$ cat config.mk
export PLATFORM = sky130hd
export DESIGN_NAME = store_data_gen
export DESIGN_NICKNAME = d
export VERILOG_FILES = /design/src/rtl/store_data_gen_pkg.sv /design/src/rtl/store_data_gen_fmt.sv /design/src/rtl/store_data_gen.sv
export SDC_FILE = /design/constraint.sdc
export NUM_CORES = 1
export LEC_CHECK = 0
export BUFFER_PORTS_ARGS = -buffer_cell sky130_fd_sc_hd__buf_2
export CAP_MARGIN = 30
export CORE_ASPECT_RATIO = 1.4
export CORE_MARGIN = 8
export CORE_UTILIZATION = 45
export DETAILED_ROUTE_END_ITERATION = 8
export HOLD_SLACK_MARGIN = 0.08
export PLACE_DENSITY = 0.79
export SETUP_SLACK_MARGIN = 0.15
export SLEW_MARGIN = 20
export SYNTH_ARGS = -nofsm -noshare
export SYNTH_HDL_FRONTEND = slang
export SYNTH_SLANG_ARGS = --single-unit
$ cat constraint.sdc
create_clock -name clk -period 4.24 [get_ports clk]
set_input_delay 0.212 -clock clk [delete_from_list [all_inputs] [get_ports clk]]
set_output_delay 0.212 -clock clk [all_outputs]
set_load 0.05 [all_outputs]
$ cat src/rtl/store_data_gen_pkg.sv
// Shared encodings for the MEM-stage load/store data paths: store type
// codes, bus transfer size codes and the store FSM state encoding.
package store_data_gen_pkg;

    // Store type codes as decoded by the pipeline
    localparam logic [2:0] ST_SW = 3'b000;
    localparam logic [2:0] ST_SH = 3'b001;
    localparam logic [2:0] ST_SB = 3'b010;

    // Bus transfer size codes
    localparam logic [1:0] SZ_BYTE = 2'd0;
    localparam logic [1:0] SZ_HALF = 2'd1;
    localparam logic [1:0] SZ_WORD = 2'd2;

    // Store FSM states
    localparam logic [1:0] S_IDLE = 2'd0;
    localparam logic [1:0] S_REQ  = 2'd1;
    localparam logic [1:0] S_WAIT = 2'd2;

endpackage

$ cat src/rtl/store_data_gen_fmt.sv
// Pure combinational store formatter: lane replication, byte strobes,
// transfer size and alignment/legality checks for one store request.
module store_data_gen_fmt
    import store_data_gen_pkg::*;
(
    input  logic [2:0]  st_type,
    input  logic [1:0]  addr_lo,
    input  logic [31:0] st_wdata,
    output logic [31:0] wdata,
    output logic [3:0]  wen,
    output logic [1:0]  size,
    output logic        misalign,
    output logic        illegal
);

    // Decode the store type into bus fields; illegal codes produce no strobes
    always_comb begin
        wdata    = 32'd0;
        wen      = 4'b0000;
        size     = SZ_WORD;
        misalign = 1'b0;
        illegal  = 1'b0;
        case (st_type)
            ST_SW: begin
                wdata    = st_wdata;
                wen      = 4'b1111;
                size     = SZ_WORD;
                misalign = (addr_lo != 2'b00);
            end
            ST_SH: begin
                wdata    = {2{st_wdata[15:0]}};
                wen      = addr_lo[1] ? 4'b1100 : 4'b0011;
                size     = SZ_HALF;
                misalign = addr_lo[0];
            end
            ST_SB: begin
                wdata    = {4{st_wdata[7:0]}};
                wen      = 4'b0001 << addr_lo;
                size     = SZ_BYTE;
                misalign = 1'b0;
            end
            default: illegal = 1'b1;
        endcase
    end

endmodule

$ cat src/rtl/store_data_gen.sv
// MEM-stage store engine: accepts SW/SH/SB, raises AdES on misalignment,
// and runs the write on the sram-like bus while stalling the pipeline.
// Bus handshake: data_req stays high with stable fields until data_addr_ok;
// the write completes on data_data_ok, which may coincide with data_addr_ok.
module store_data_gen
    import store_data_gen_pkg::*;
#(
    parameter int unsigned WAIT_LIMIT = 0
) (
    input  logic        clk,
    input  logic        rst,
    input  logic        st_valid,
    input  logic [2:0]  st_type,
    input  logic [31:0] st_addr,
    input  logic [31:0] st_wdata,
    input  logic        flush,
    output logic        st_exp,
    output logic [31:0] st_badvaddr,
    output logic        st_done,
    output logic        stall,
    output logic        data_req,
    output logic        data_wr,
    output logic [1:0]  data_size,
    output logic [31:0] data_addr,
    output logic [31:0] data_wdata,
    output logic [3:0]  data_wen,
    input  logic        data_addr_ok,
    input  logic        data_data_ok,
    output logic        bus_err
);

    logic [1:0]  state;
    logic [1:0]  state_nxt;
    logic [31:0] wait_cnt;
    logic [31:0] f_wdata;
    logic [3:0]  f_wen;
    logic [1:0]  f_size;
    logic        f_misalign;
    logic        f_illegal;
    logic        accept;
    logic        start;

    store_data_gen_fmt u_fmt (
        .st_type  (st_type),
        .addr_lo  (st_addr[1:0]),
        .st_wdata (st_wdata),
        .wdata    (f_wdata),
        .wen      (f_wen),
        .size     (f_size),
        .misalign (f_misalign),
        .illegal  (f_illegal)
    );

    assign accept      = (state == S_IDLE) && st_valid && !flush;
    assign st_exp      = accept && f_misalign;
    assign st_badvaddr = st_exp ? st_addr : 32'd0;
    assign start       = accept && !f_misalign && !f_illegal;
    assign data_req    = (state == S_REQ);
    assign data_wr     = data_req;

    // Next-state, completion pulse and pipeline stall
    always_comb begin
        state_nxt = state;
        st_done   = 1'b0;
        stall     = 1'b0;
        case (state)
            S_IDLE: begin
                if (start) begin
                    state_nxt = S_REQ;
                    stall     = 1'b1;
                end else if (accept && f_illegal) begin
                    st_done = 1'b1;
                end
            end
            S_REQ: begin
                stall = 1'b1;
                if (data_addr_ok && data_data_ok) begin
                    state_nxt = S_IDLE;
                    st_done   = 1'b1;
                    stall     = 1'b0;
                end else if (data_addr_ok) begin
                    state_nxt = S_WAIT;
                end
            end
            S_WAIT: begin
                stall = 1'b1;
                if (data_data_ok) begin
                    state_nxt = S_IDLE;
                    st_done   = 1'b1;
                    stall     = 1'b0;
                end
            end
            default: state_nxt = S_IDLE;
        endcase
    end

    // State register and request field latches
    always_ff @(posedge clk) begin
        if (rst) begin
            state      <= S_IDLE;
            data_addr  <= 32'd0;
            data_wdata <= 32'd0;
            data_wen   <= 4'b0000;
            data_size  <= 2'd0;
        end else begin
            state <= state_nxt;
            if (start) begin
                data_addr  <= st_addr;
                data_wdata <= f_wdata;
                data_wen   <= f_wen;
                data_size  <= f_size;
            end
        end
    end

    // Watchdog: counts WAIT cycles and sets a sticky error at the limit
    always_ff @(posedge clk) begin
        if (rst) begin
            wait_cnt <= 32'd0;
            bus_err  <= 1'b0;
        end else if (state == S_REQ && state_nxt == S_WAIT) begin
            wait_cnt <= 32'd0;
        end else if (state == S_WAIT) begin
            if (wait_cnt != 32'hFFFF_FFFF) begin
                wait_cnt <= wait_cnt + 32'd1;
            end
            if (WAIT_LIMIT != 0 && (wait_cnt + 32'd1) >= 32'(WAIT_LIMIT)) begin
                bus_err <= 1'b1;
            end
        end
    end

endmodule

* Word-level counts from Yosys, hierarchy flattened
Cells that the tools add are included.
Storage, ports and cells: word-level logic and storage cells 48, latch bits 0, output and inout port bits 108, memory bits (read-only) 0, input port bits 73, register bits 72, memories 0, RAM bits 0
Operators by class: eq/ne operators 7, add/subtract/negate cells 0, order comparisons 0, bitwise operators 0, div/mod/pow operators 0, multiply operators 0, shift operators 1, reductions and logical operators 14, multiplexer cells 21
Operators with widths (number):
- $pmux W32 S3 | 1
- $mux W32 | 1
- $pmux W4 S3 | 1
- $mux W1 | 8
- $mux W2 | 4
- $logic_and A1 B1 Y1 | 7
- $pmux W1 S3 | 2
- $pmux W2 S3 | 1
- $mux W4 | 1
- $ne A2 B2 Y1 const B | 2
- $pmux W2 S2 | 1
- $shl A1 B2 Y4 const A | 1
- $eq A3 B1 Y1 const B | 1
- $eq A3 B2 Y1 const B | 1
- $logic_not A3 Y1 | 1
- $ne A3 B1 Y1 const B | 1
- $reduce_and A3 Y1 | 1
- $reduce_or A3 Y1 | 1
- $eq A2 B1 Y1 const B | 1
- $eq A2 B2 Y1 const B | 1
- $logic_not A1 Y1 | 2
- $logic_not A2 Y1 | 1
- $pmux W1 S2 | 1
- $reduce_bool A2 Y1 | 1

* Longest topological paths before layout
Gate-level depths: netlist (run 1).
word-level depth 7, mapped depth 6, gate-level depth less buffers 4

* By module
A second synthesis (run 1) with hierarchy kept.
Second synthesis, totals: cells, all modules 457, area total of the unflattened synthesis 4204.0 µm²
Modules (own cells, without submodules):
- store_data_gen | cells each 361, instances 1, area each 3583.4 µm²
- store_data_gen_fmt | cells each 96, instances 1, area each 620.6 µm²

* Worst setup path before layout (run 1)
Ideal clock, no wire load.
path kind register to output, from register state[0], to output st_done, slack 1.832 ns, data arrival time 2.196 ns, stages on the path, launching flop included 4, data required time 4.028 ns, cell sequence dfxtp_1 > nor2b_1 > a21oi_1 > o22ai_1
On the way: elaborated cells between the ends (all ways) 11
RTL lines:
- from (decl) | line store_data_gen.sv:32 | logic [1:0] state;
- from (signal assigned) | line store_data_gen.sv:106 | state <= state_nxt;
- $eq A2 B1 Y1
- named net data_req | line store_data_gen.sv:21 | output logic data_req,
- $pmux W1 S3 | line store_data_gen.sv:66 | case (state)
- to (decl) | line store_data_gen.sv:19 | output logic st_done,
The timed path passes the listed nets, and every way through them passes these cells.

* Worst setup path after layout (run 1)
from register state[1], to output stall
On the way: word-level cells in the longest chain between the ends 7, elaborated cells between the ends (all ways) 9
Ends and longest elaborated chain:
- $logic_not A2 Y1 | line store_data_gen.sv:54, store_data_gen.sv:66
- $logic_and A1 B1 Y1 (2 in series) | line store_data_gen.sv:54 | assign accept = (state == S_IDLE) && st_valid && !flush;
- $logic_and A1 B1 Y1 (2 in series) | line store_data_gen.sv:57 | assign start = accept && !f_misalign && !f_illegal;
- $mux W1 | line store_data_gen.sv:68 | if (start) begin
- $pmux W1 S3 * | line store_data_gen.sv:66
- to (decl) | line store_data_gen.sv:20 | output logic stall,
Mark *: on every way between the ends. The rest lies on a longest branch, timed or not.

==> results of run 1 <==
==> stage by stage <==
step                      setup WS, ns  instance area (sq um)  std cells  power, mW
after global placement            1.40                   4350        678      0.983
after detailed placement          1.36                   4370        679      0.989
after global routing              1.03                   4580        696       1.53
after floorplan                   1.83                   3490        446      0.900
after CTS                         1.13                   4550        694       1.48
final                             1.13                   4580        696       1.48
==> worst min-delay path by stage <==
stage	from	end	slack, ns	depth (start not counted)
after floorplan	data_data_ok	state[1]	0.29	1
after global placement	data_data_ok	state[1]	0.42	2
after detailed placement	data_data_ok	state[1]	0.42	2
after CTS	st_wdata[1]	data_wdata[17]	0.1	3
after global routing	st_addr[21]	data_addr[21]	0.12	3
final	st_wdata[2]	data_wdata[18]	0.11	3
==> area by class of cell <==
| class | instances | area, sq um |
|---|---|---|
| clock buffers | 14 | 173 |
| repair buffers | 188 | 995 |
| inverters | 14 | 52.6 |
| fillers | 714 | 3070 |
| well taps | 100 | 125 |
| multi-input cells | 308 | 1790 |
| flip-flops and latches | 72 | 1440 |
==> where the power goes <==
part / leakage, nW / switching [mW] / internal (mW)
combinational: 1.51 / 0.198 / 0.0819
sequential: 0.583 / 0.00765 / 0.692
clock: 0.0886 / 0.241 / 0.255
==> layout by cell type (no fill, tap or decap), drive strengths merged, types with 3 or more instances in the layout <==
| cell | n |
|---|---|
| inv | 13 |
| nand3b | 8 |
| nor2 | 4 |
| o21ai | 72 |
| a311oi | 8 |
| mux2 | 8 |
| nand3 | 46 |
| nand4 | 11 |
| nand2 | 13 |
| nand2b | 5 |
| nor3 | 3 |
| nor2b | 4 |
| dfxtp | 72 |
| and3 | 32 |
| buf | 187 |
| clkbuf | 14 |
| a21oi | 71 |
| mux2i | 4 |
| o311ai | 3 |
==> critical path, cell delays in order (launching register included) <==
cell,delay [ns]
dfxtp_1,0.34
or4b_4,0.60
nand2b_4,0.42
nor2_1,0.71
a221o_1,0.20
buf_2,0.26
==> cell families (layout without fill, tap and decap cells) <==
logic type | after synthesis | after routing
other | 1 | 1
and+or+nand+nor | 131 | 131
DFF | 72 | 72
AOI/OAI and AO/OA | 163 | 163
xor gates and xnor gates | 1 | 1
buffers and inverters | 66 | 216
muxes | 12 | 12
==> metal layers <==
metal | global-route usage | part of all wire | vias up
li1 | - | - | 1904
met1 | 0.225 | 0.39 | 1850
met2 | 0.360 | 0.50 | 169
met3 | 0.0552 | 0.074 | 27
met4 | 0.119 | 0.034 | 0
met5 | 0 | 0 | -
==> registers in the layout, indices dropped and copies added, names as in the netlist <==
signal      cells
state           2
data_addr      32
data_wen        4
data_size       2
data_wdata     32
==> results, run 1 <==
- Clock skew on the completed layout was measured at 0.00859 ns.
- The count of final max-slew check failures is 0.
- The maximum fanout encountered on the critical timing path is 61.
- The number of clock buffers inserted by TritonCTS is 9.
- The sum of overflow across all layers after global routing is 0.
- A synthesized cell averages between 7 and 8 sq um.
- The count of nets left with antenna violations once routing finished came out at 0.
- The die is around 90 microns wide.
- For this run, the detailed router's first-pass iteration total came to 5.
- After the first detailed-routing iteration, the DRC count stood at 205.
- The post-detailed-route via-to-cell ratio is about 5.7.
- The clock tree synthesis step divided the H-tree into 3 levels.
- The CTS tree is built.
- For the pin with the worst max-slew slack, the measured transition is 0.763 ns.
- The initial utilization of the core area, before any placement, comes to 0.456.
- Dividing the final minimum period by the clock period gives 0.733.
- The portion of synthesized area spent on multiplexers is 0.0373.
- The flow ran to the end, and the final reports show no timing, DRC or antenna violations.
- The setup violation total in the final timing report is 0.
- The critical path starts at state[1].
- Max-cap violations in this run came to 0.
- The number of hold-slack violations in the final timing report is 0.
- The clock transition time at the flip-flop clock pins of the worst setup and hold paths is around 0.07 ns.
- The summed negative setup slack over all endpoints is 0 ns.
- Row generation in the floorplan step produced 38 rows.
- The global-route wire length before repair is ~19,000 microns.
- The area of the core is approximately 7700 sq um.
- The master cell of the clock root buffer is clkbuf_8.
- The number of global-route vias before repair was between 3k and 4k.
- The post-synthesis share of cell area spent on full adders, half adders and majority gates is 0.
- CTS saw between 70 and 80 sinks.
- Synthesis inferred 72 register bits.
- The area share of xor/xnor cells in the synthesized design is 0.00251.
- The power per unit of standard cell area is 322 nW/um^2.
- The most critical setup path has its endpoint at stall.
- Synthesis produced a netlist with a net count of 519.
- The area growth from synthesis to layout is 31.3%.
- Setup repair after global routing left no endpoint under its margin.
- The number of antenna cells inserted is 0.
- The number of enable-type register cells in the synthesized netlist is 0.
- The class of the most critical hold timing path is input port to flop.
- Routability-driven placement finished with a final weighted congestion of between 0.8 and 0.9.
- The insertion delay of the later-clocked pin in the worst-skew pair is ~0.35 ns.
- Entering global routing, the biggest net connects 75 pins.
- The total routed wirelength is 11,900 microns.
- Summed over all cells, the static leakage comes to about 2.2 nW.
- During placement, the flow inserted port buffers numbering approximately 180.
- Headroom to the max-slew limit came out at 0.490.
- The maximum vdd ir drop is roughly 0.19 mV.
- The kind of launch point of the worst setup path is a flop.
- Sorting the synthesized cells by how often they occur yields 72 x dfxtp_1, 71 x a21oi_1, 63 x o21ai_0, 46 x nand3_1, 34 x clkbuf_1.
- Yosys instantiated no cell more often than dfxtp_1.
- For the worst setup path, the data arrival time is 2.90 ns.
- After legalization and detailed placement, the total HPWL measured around 8500 microns.
- The setup slack on the worst flop-to-flop path is approximately 1.8 ns.
- For the finished layout, the period the worst path requires is approximately 3.1 ns.
- The critical path data required time is approximately 4.0 ns.
- The terminus of the critical flop-to-flop path is data_wdata[29].
- Of all flip-flops after synthesis, the portion carrying an async set or reset was 0.
- After clock tree synthesis, the flow added hold-fix buffers numbering 1.
- The initial antenna violation count came to 0.
- The floorplan step defined a die boundary enclosing 10,900 sq um.
- The share of the Yosys chip area taken by registers is 0.413.
- The most instantiated flip-flop cell in the synthesis netlist is dfxtp_1.
- The top-level I/O count is between 150 and 200.
- The fraction of post-synthesis cell area in the top cell type by area is 0.413.
- The share of the synthesized area in compound gates (AO/OA/AOI/OAI) is 0.254.
- The post-synthesis cell count is between 400 and 500.
- The overall via count from detail_route is between 3k and 4k.
- Counting along the longest clock path gives a buffer depth of 2.
- In the final layout, the share of cells above drive strength 1 is 0.357.
- The final layout contains 666 nets.
- The type of the worst setup path is flop to output port.
- The mapped netlist covers about 3500 sq um.
- The post-CTS repair timing setup buffer count is 0.
- Of the total synthesized cell area, the portion taken by AND, OR, NAND and NOR gates is 0.213.
- The post-detailed-route wirelength per cell is about 17 microns.
- For this run, the share of the core covered by cells in the final layout is 0.598.
- The overall track demand over capacity in global routing is 0.208.
- The largest area contributor in the netlist is dfxtp_1.
- In the post-synthesis netlist, the biggest area contributors are dfxtp_1 41%, a21oi_1 10%, o21ai_0 9.0%, nand3_1 6.6%, and3_1 5.7%.
- In this run, post-CTS repair resized a total of 0 instances.
- The startpoint identified for the worst register-to-register timing path is state[1].
- The fmax is ~320 MHz.
- STA classifies the critical path endpoint as an output port.
- For this run, design rule violations remaining after detail routing come to 0.
- The number of different library cells used by synthesis comes to a little over 40.
- The worst-case hold slack is ~0.11 ns.
- The combinational family with the most area after synthesis is compound AO/OA/AOI/OAI gates.
- Measured along the y axis, the die boundary spans between 100 and 150 microns.
- The worst register-to-register path has a depth of 4.
- Yosys printed 0 warnings.
(Power assumes the default switching activity.)
==> run 2, diff against run 1 <==
==> constraint.sdc (replaced) <==
create_clock -name clk -period 3.1 [get_ports clk]
set_input_delay 0.155 -clock clk [delete_from_list [all_inputs] [get_ports clk]]
set_output_delay 0.155 -clock clk [all_outputs]
set_load 0.05 [all_outputs]
==> run 2 against run 1 <==
Non-clock buffer count rose by 39. Critical path depth rose by 1. Count of clock-buffer cells in the layout is 1 lower. Critical endpoint unchanged. Clock skew about the same. Clock power is 38% higher. Via count increased by 5.6%. First-iteration DRC count grew 21%.
==> results, run 2 (same netlist as run 1, synthesis figures left out) <==
- The run finished with clean final reports.
- Of all nets on the critical path, the largest fanout is slightly above 60.
- The count of final max-slew check failures came to 0.
- At the end of routability-driven placement, the weighted congestion stood at approximately 0.81.
- Setup total negative slack on the finished layout was measured at 0 ns.
- After the first detailed-routing iteration, the DRC count stood at 249.
- The routed layout has about 4.2k vias.
- The maximum vdd ir drop is 0.268 mV.
- The number of maximum-capacitance violations is 0.
- The post-detailed-route via-to-cell ratio is ~5.6.
- In this run, post-CTS repair resized a total of 0 instances.
- The insertion delay of the later-clocked pin in the worst-skew pair is between 0.3 and 0.4 ns.
- The worst hold path depth is 3.
- Counting the fill cells in the layout gives 661.
- The number of levels the H-tree was split into is 3.
- Subtracting the final worst setup slack from the clock period gives 2.71 ns.
- The maximum number of pins on one net before global-route repair is 62.
- The area growth from synthesis to layout is 42.3%.
- The x dimension of the die is around 90 microns.
- The floorplan step defined a die boundary enclosing between 10,000 and 15,000 sq um.
- The buffer levels on the longest clock path is 2.
- The most common cell after layout, fill and taps aside is buf_2.
- Between clock sinks in the finished design, the worst skew comes to 0.00900 ns.
- Counting cells, the worst reg-to-reg path comes to 6.
- For flop-to-flop paths, the worst setup slack is approximately 0.46 ns.
- In this run the most critical hold path is launched from st_wdata[18].
- In this run, CTS created clock tree buffers numbering 9.
- Headroom to the max-slew limit came out at 0.527.
- For this run, the top clock speed supported by timing is between 300 and 400 MHz.
- The area of the core is 7650 sq um.
- The total overflow left after global routing is 0.
- The type of the worst setup path is flop to output port.
- The master cell of the clock root buffer is clkbuf_8.
- The layout net count is roughly 710.
- Summed over all cells, the static leakage comes to between 2 and 2.5 nW.
- The worst setup path is captured at an output port.
- The detailed-routing iteration count for the pre-antenna-repair pass is 4.
- Summed over all layers, the routed wires come to 13,000 microns.
- The number of hold-slack violations in the final timing report is 0.
- The post-route DRC violation count is 0.
- The floorplan row count is 38.
- Setup repair after global routing left no endpoint under its margin.
- The number of global-route vias before repair is about 4.2k.
- The setup violation total in the final timing report is 0.
- The top-level I/O count is around 180.
- The detailed placement HPWL is roughly 8500 microns.
- At the end of the flow the core is filled with cells to 0.648.
- The largest stage delay on the critical path is approximately 0.59 ns.
- The library cells used most frequently in the layout, excluding fill and tap cells, are 179 x buf_2, 72 x dfxtp_1, 71 x a21oi_1.
- The number of routed nets with antenna violations is 0.
- The global-route wire length before repair is between 20,000 and 25,000 microns.
- TritonCTS built the clock tree.
- The slowest stage of the critical path belongs to the cell or4b_4.
- The class of the most critical hold timing path is input port to flop.
- Buffers placed on the I/O ports in this run total roughly 180.
- Data on the critical path is required at its endpoint by 2.94 ns.
- The slew of the pin with the lowest slew margin is a little over 0.7 ns.
- The terminus of the critical flop-to-flop path is data_wdata[16].
- The clock drives just over 70 sinks.
- The clock transition time at the flip-flop clock pins of the worst setup and hold paths is ~0.07 ns.
- The overall track demand over capacity in global routing is 0.230.
- The starting density of the core is 0.456.
- For hold timing, the worst endpoint is data_wdata[18].
- Of the cells placed in the final design, the portion with a size suffix greater than 1 is 0.344.
- Measured along the y axis, the die boundary spans between 100 and 150 microns.
- In the final layout, the registers with the most flip-flops are data_addr: 32 flops, data_wdata: 32 flops, data_wen: 4 flops.
- The initial antenna violation count was 1.
- The kind of launch point of the worst setup path is a flop.
- After detailed routing, the average wire length per cell comes to about 18 microns.
- Of the available clock period, the critical path in the final layout requires 0.874.
- The launch instance of the worst register-to-register path is state[1].
- Traced cell by cell, the critical path runs through or4b_4 > nand2b_4 > nor2_1 > buf_4 > a221o_1 > buf_2.
- Data arrives at the worst endpoint at approximately 2.6 ns.
- The power per unit of standard cell area is between 400 and 500 nW/um^2.
- The multi-input combinational cell area is 1790 sq um.
- The total area of sequential cells is roughly 1400 sq um.
## run 2: cell count changes in the layout (fill, tap and decap cells not counted), sizes merged
cell,before,now
dlygate4sd3,1,37
buf,187,190
clkinv,1,4
diode,0,2
clkbuf,14,13
## run 2: how the worst max path moves through the flow
stage,cells after the start,startpoint,to
after detailed placement,6,state[1],stall
after floorplan,3,state[0],st_done
after CTS,6,state[1],stall
after global routing,6,state[1],stall
after global placement,6,state[1],stall
final,6,state[1],stall
## run 2: where the power goes
group	switching, mW	leakage, nW	total, mW	internal (mW)
Combinational	0.281	1.67	0.421	0.141
Sequential	0.0107	0.583	0.957	0.946
Clock	0.333	0.0992	0.685	0.352
Total	0.624	2.36	2.06	1.44
## run 2: final cells by class
cell class | count | share of cell area
Multi-Input combinational cell | 308 | 0.361
Sequential cell | 72 | 0.290
Timing Repair Buffer | 227 | 0.274
Clock buffer | 13 | 0.0340
Tap cell | 100 | 0.0252
Inverter | 14 | 0.0106
Clock inverter | 3 | 0.00302
Antenna cell | 2 | 0.00101
## run 2: repair_timing
action	4_1_cts	5_1_grt
hold buffers	37	0
hold endpoints to repair	37	0
buffers inserted	0	0
## run 2: stage by stage
stage          setup WS, ns  power (mW)  std cells  hold WS [ns]  area (sq um)
5_1_grt               0.299        2.15        738        0.0921          4960
3_3_place_gp          0.831        1.35        684         0.368          4400
3_5_place_dp          0.817        1.36        684         0.364          4400
2_1_floorplan         0.749        1.23        446         0.234          3490
6_report              0.389        2.06        739        0.0908          4960
4_1_cts               0.420        2.07        737        0.0814          4960
## run 2: layer usage
| metal | GRT usage | up-vias | wire length, microns |
|---|---|---|---|
| li1 | - | 1982 | - |
| met1 | 0.243 | 1970 | 4920 |
| met2 | 0.404 | 181 | 6620 |
| met3 | 0.0658 | 37 | 909 |
| met4 | 0.125 | 0 | 503 |
| met5 | 0 | - | 0 |
## run 2: worst max-delay path: cells and delay by family (launching register included)
| family | cells | cell delay (ns) |
|---|---|---|
| buffers and inverters | 2 | 0.47 |
| AND/OR/NAND/NOR | 3 | 1.24 |
| AO/OA/AOI/OAI | 1 | 0.13 |
| flip-flops | 1 | 0.33 |
==> run 3, diff against run 2 <==
--- a/config.mk
+++ b/config.mk
@@ -8,8 +8,8 @@
 export BUFFER_PORTS_ARGS = -buffer_cell sky130_fd_sc_hd__buf_2
 export CAP_MARGIN = 30
 export CORE_ASPECT_RATIO = 1.4
-export CORE_MARGIN = 8
 export CORE_UTILIZATION = 45
+export CTS_BUF_LIST = sky130_fd_sc_hd__clkbuf_4
 export DETAILED_ROUTE_END_ITERATION = 8
 export HOLD_SLACK_MARGIN = 0.08
 export PLACE_DENSITY = 0.79
==> run 3 against run 2 <==
Register-to-register slack better by 0.07 ns. Critical path depth unchanged. Hold slack gained 0.019 ns. Non-clock buffer count up 8. Wire length is 12% lower. Final cell count increased by 0.27%. Total power is 5.8% lower. Clock skew fell by 0.0017 ns.
==> results, run 3 (same netlist as run 1, synthesis figures left out) <==
- The flow ran to the end, and the final reports show no timing, DRC or antenna violations.
- The post-detailed-route wirelength per cell is 15.4 microns.
- For this run, the post-layout net count is ~700.
- The number of antenna diodes in the final layout is 0.
- TritonCTS built the clock tree.
- Derived from the worst setup path, the maximum achievable clock frequency is ~370 MHz.
- In the routed design, unresolved DRC markers number 0.
- Dividing the final minimum period by the clock period gives 0.878.
- For the worst setup path, the data arrival time is ~2.6 ns.
- The number of routed nets with antenna violations is 0.
- Summing internal, switching and leakage power gives 1.94 mW.
- The number of setup buffers added after CTS is 0.
- The worst setup path is of the flop to output port kind.
- The number of global-route vias before repair is between 3k and 4k.
- The setup violation total in the final timing report is 0.
- The multi-input combinational cell area is 1790 sq um.
- The post-detailed-route via-to-cell ratio is 5.64.
- The initial utilization of the core area, before any placement, comes to 0.471.
- The count of filler cells inserted in the layout is between 600 and 700.
- The global-route wire length before repair is 18,300 microns.
- The total routed wirelength is ~11,000 microns.
- The kind of end point of the critical path is an output port.
- The slew of the pin with the lowest slew margin is between 0.7 and 0.8 ns.
- The static power due to leakage is ~2.4 nW.
- The post-detailed-placement cell area is ~4400 sq um.
- Of all nets on the critical path, the largest fanout is 61.
- The longest clock path from root to sink contains 2 buffers.
- The count of final max-slew check failures came to 0.
- The top-level I/O count is around 180.
- The path class of the tightest hold or removal check is input port to flop.
- The share of the core filled with cells is 0.672.
- The critical path data required time is just under 3 ns.
- The count of cells in the finished layout, fillers not included, comes to 741.
- The overall via count from detail_route is 4,181.
- The share of final-layout standard cells stronger than drive strength 1 is 0.335.
- OpenSTA, run right after detailed placement, puts the worst setup slack at slightly above 0.8 ns.
- The master cell of the clock root buffer is clkbuf_4.
- The top cell types in the final layout, fill and taps aside, are 179 x buf_2, 72 x dfxtp_1, 71 x a21oi_1.
- After the first detailed-routing iteration, the DRC count stood at ~250.
- The number of hold-slack violations in the final timing report is 0.
- Compared with the post-synthesis result, the final layout area differs by 42.8%.
- The library cell used most frequently in the layout, excluding fill and tap cells, is buf_2.
- Including well taps, the total number of placed cells is approximately 680.
- Setup slack closes at about 0.38 ns.
- The overall track demand over capacity in global routing is 0.280.
- The region available for standard cell placement spans between 7000 and 8000 sq um.
- Entering global routing, the biggest net connects 70 pins.
- Final hold analysis gives a worst-case slack of between 0.1 and 0.15 ns.
- In this run the tool buffered the top-level ports with 179 buffer cells.
- The final clock skew is 0.00734 ns.
- Summing all flip-flop and latch instances after layout gives between 1000 and 1500 sq um.
- The H-tree was split into 3 levels.
- Row generation in the floorplan step produced 37 rows.
- After clock tree synthesis, the clock-pin slew on the worst setup and hold paths is roughly 0.11 ns.
- The number of clock sinks is 72.
- Power spread over the standard cell area amounts to a little under 400 nW/um^2.
- The tightest slew margin relative to the limit is 0.524.
- Max-cap violations in this run came to 0.
- The x dimension of the die is approximately 76 microns.
- The detailed placement HPWL is between 7000 and 8000 microns.
- Routability-driven placement finished with a final weighted congestion of about 0.85.
- The die footprint is 8110 sq um.
- The sum of overflow across all layers after global routing is 0.
- The later pin in the worst-skew pair is clocked with a latency of 0.41 ns.
- Counting the buffers created by CTS gives 9.
- The maximum vdd ir drop is between 0.2 and 0.3 mV.
- STA classifies the critical path startpoint as a flop.
- The final design instance area without fill is 4980 sq um.
- In the final layout, the registers with the most flip-flops are data_addr: 32 flops, data_wdata: 32 flops, data_wen: 4 flops.
- Adding up every negative setup slack in the final design gives 0 ns.
- The vertical die dimension is between 100 and 150 microns.
- The detailed-routing iteration count for the pre-antenna-repair pass is 5.
- The initial antenna violation count is 0.
- Subtracting the final worst setup slack from the clock period gives between 2 and 3 ns.
- Setup repair after global routing left no endpoint under its margin.
run 3: cell count changes in the layout (fill, tap and decap cells not counted):
cell,previous run,this run
clkbuf_8,12,0
clkbuf_4,0,10
dlygate4sd3_1,37,47
buf_4,10,8
diode_2,2,0
bufinv_16,0,1
clkbuf_1,1,0
clkinv_1,1,2
run 3: path summary, 6_finish.rpt:
| path | slack [ns] | depth (start not counted) | from | to |
|---|---|---|---|---|
| setup / recovery | 0.38 | 6 | state[1] | stall |
| hold / removal | 0.11 | 3 | st_type[2] | data_wen[2] |
| setup reg to reg | 0.53 | 6 | state[1] | data_wdata[16] |
| hold reg to reg | 0.48 | 2 | data_wen[2] | data_wen[2] |
run 3: metal layers:
layer  global-route usage  vias up  part of all wire
li1                     -     1998                 -
met1                0.327     1939              0.39
met2                0.479      211              0.51
met3               0.0575       33             0.064
met4                0.147        0             0.038
met5                    0        -                 0
run 3: critical path, cell delays in order, from the launching register on:
cell and delay [ns]:
dfxtp_1 0.34, or4b_4 0.59, nand2b_4 0.43, nor2_1 0.20, buf_4 0.21, a221o_1 0.12
buf_2 0.26
run 3: layout make-up:
type / count / share of cell area
Sequential cell: 72 / 0.289
Timing Repair Buffer: 235 / 0.290
Tap cell: 97 / 0.0244
Inverter: 14 / 0.0106
Multi-Input combinational cell: 308 / 0.360
Clock buffer: 10 / 0.0151
Clock inverter: 5 / 0.00980
run 3: power breakdown:
part	internal [mW]	leakage, nW	switching, mW
Combinational	0.147	1.72	0.276
Clock	0.245	0.0734	0.320
Sequential	0.946	0.583	0.0110
Total	1.34	2.37	0.607
run 3: what timing repair did:
action	4_1_cts	5_1_grt
endpoints found under the hold margin	47	0
hold buffers	47	0
resized for setup	0	0
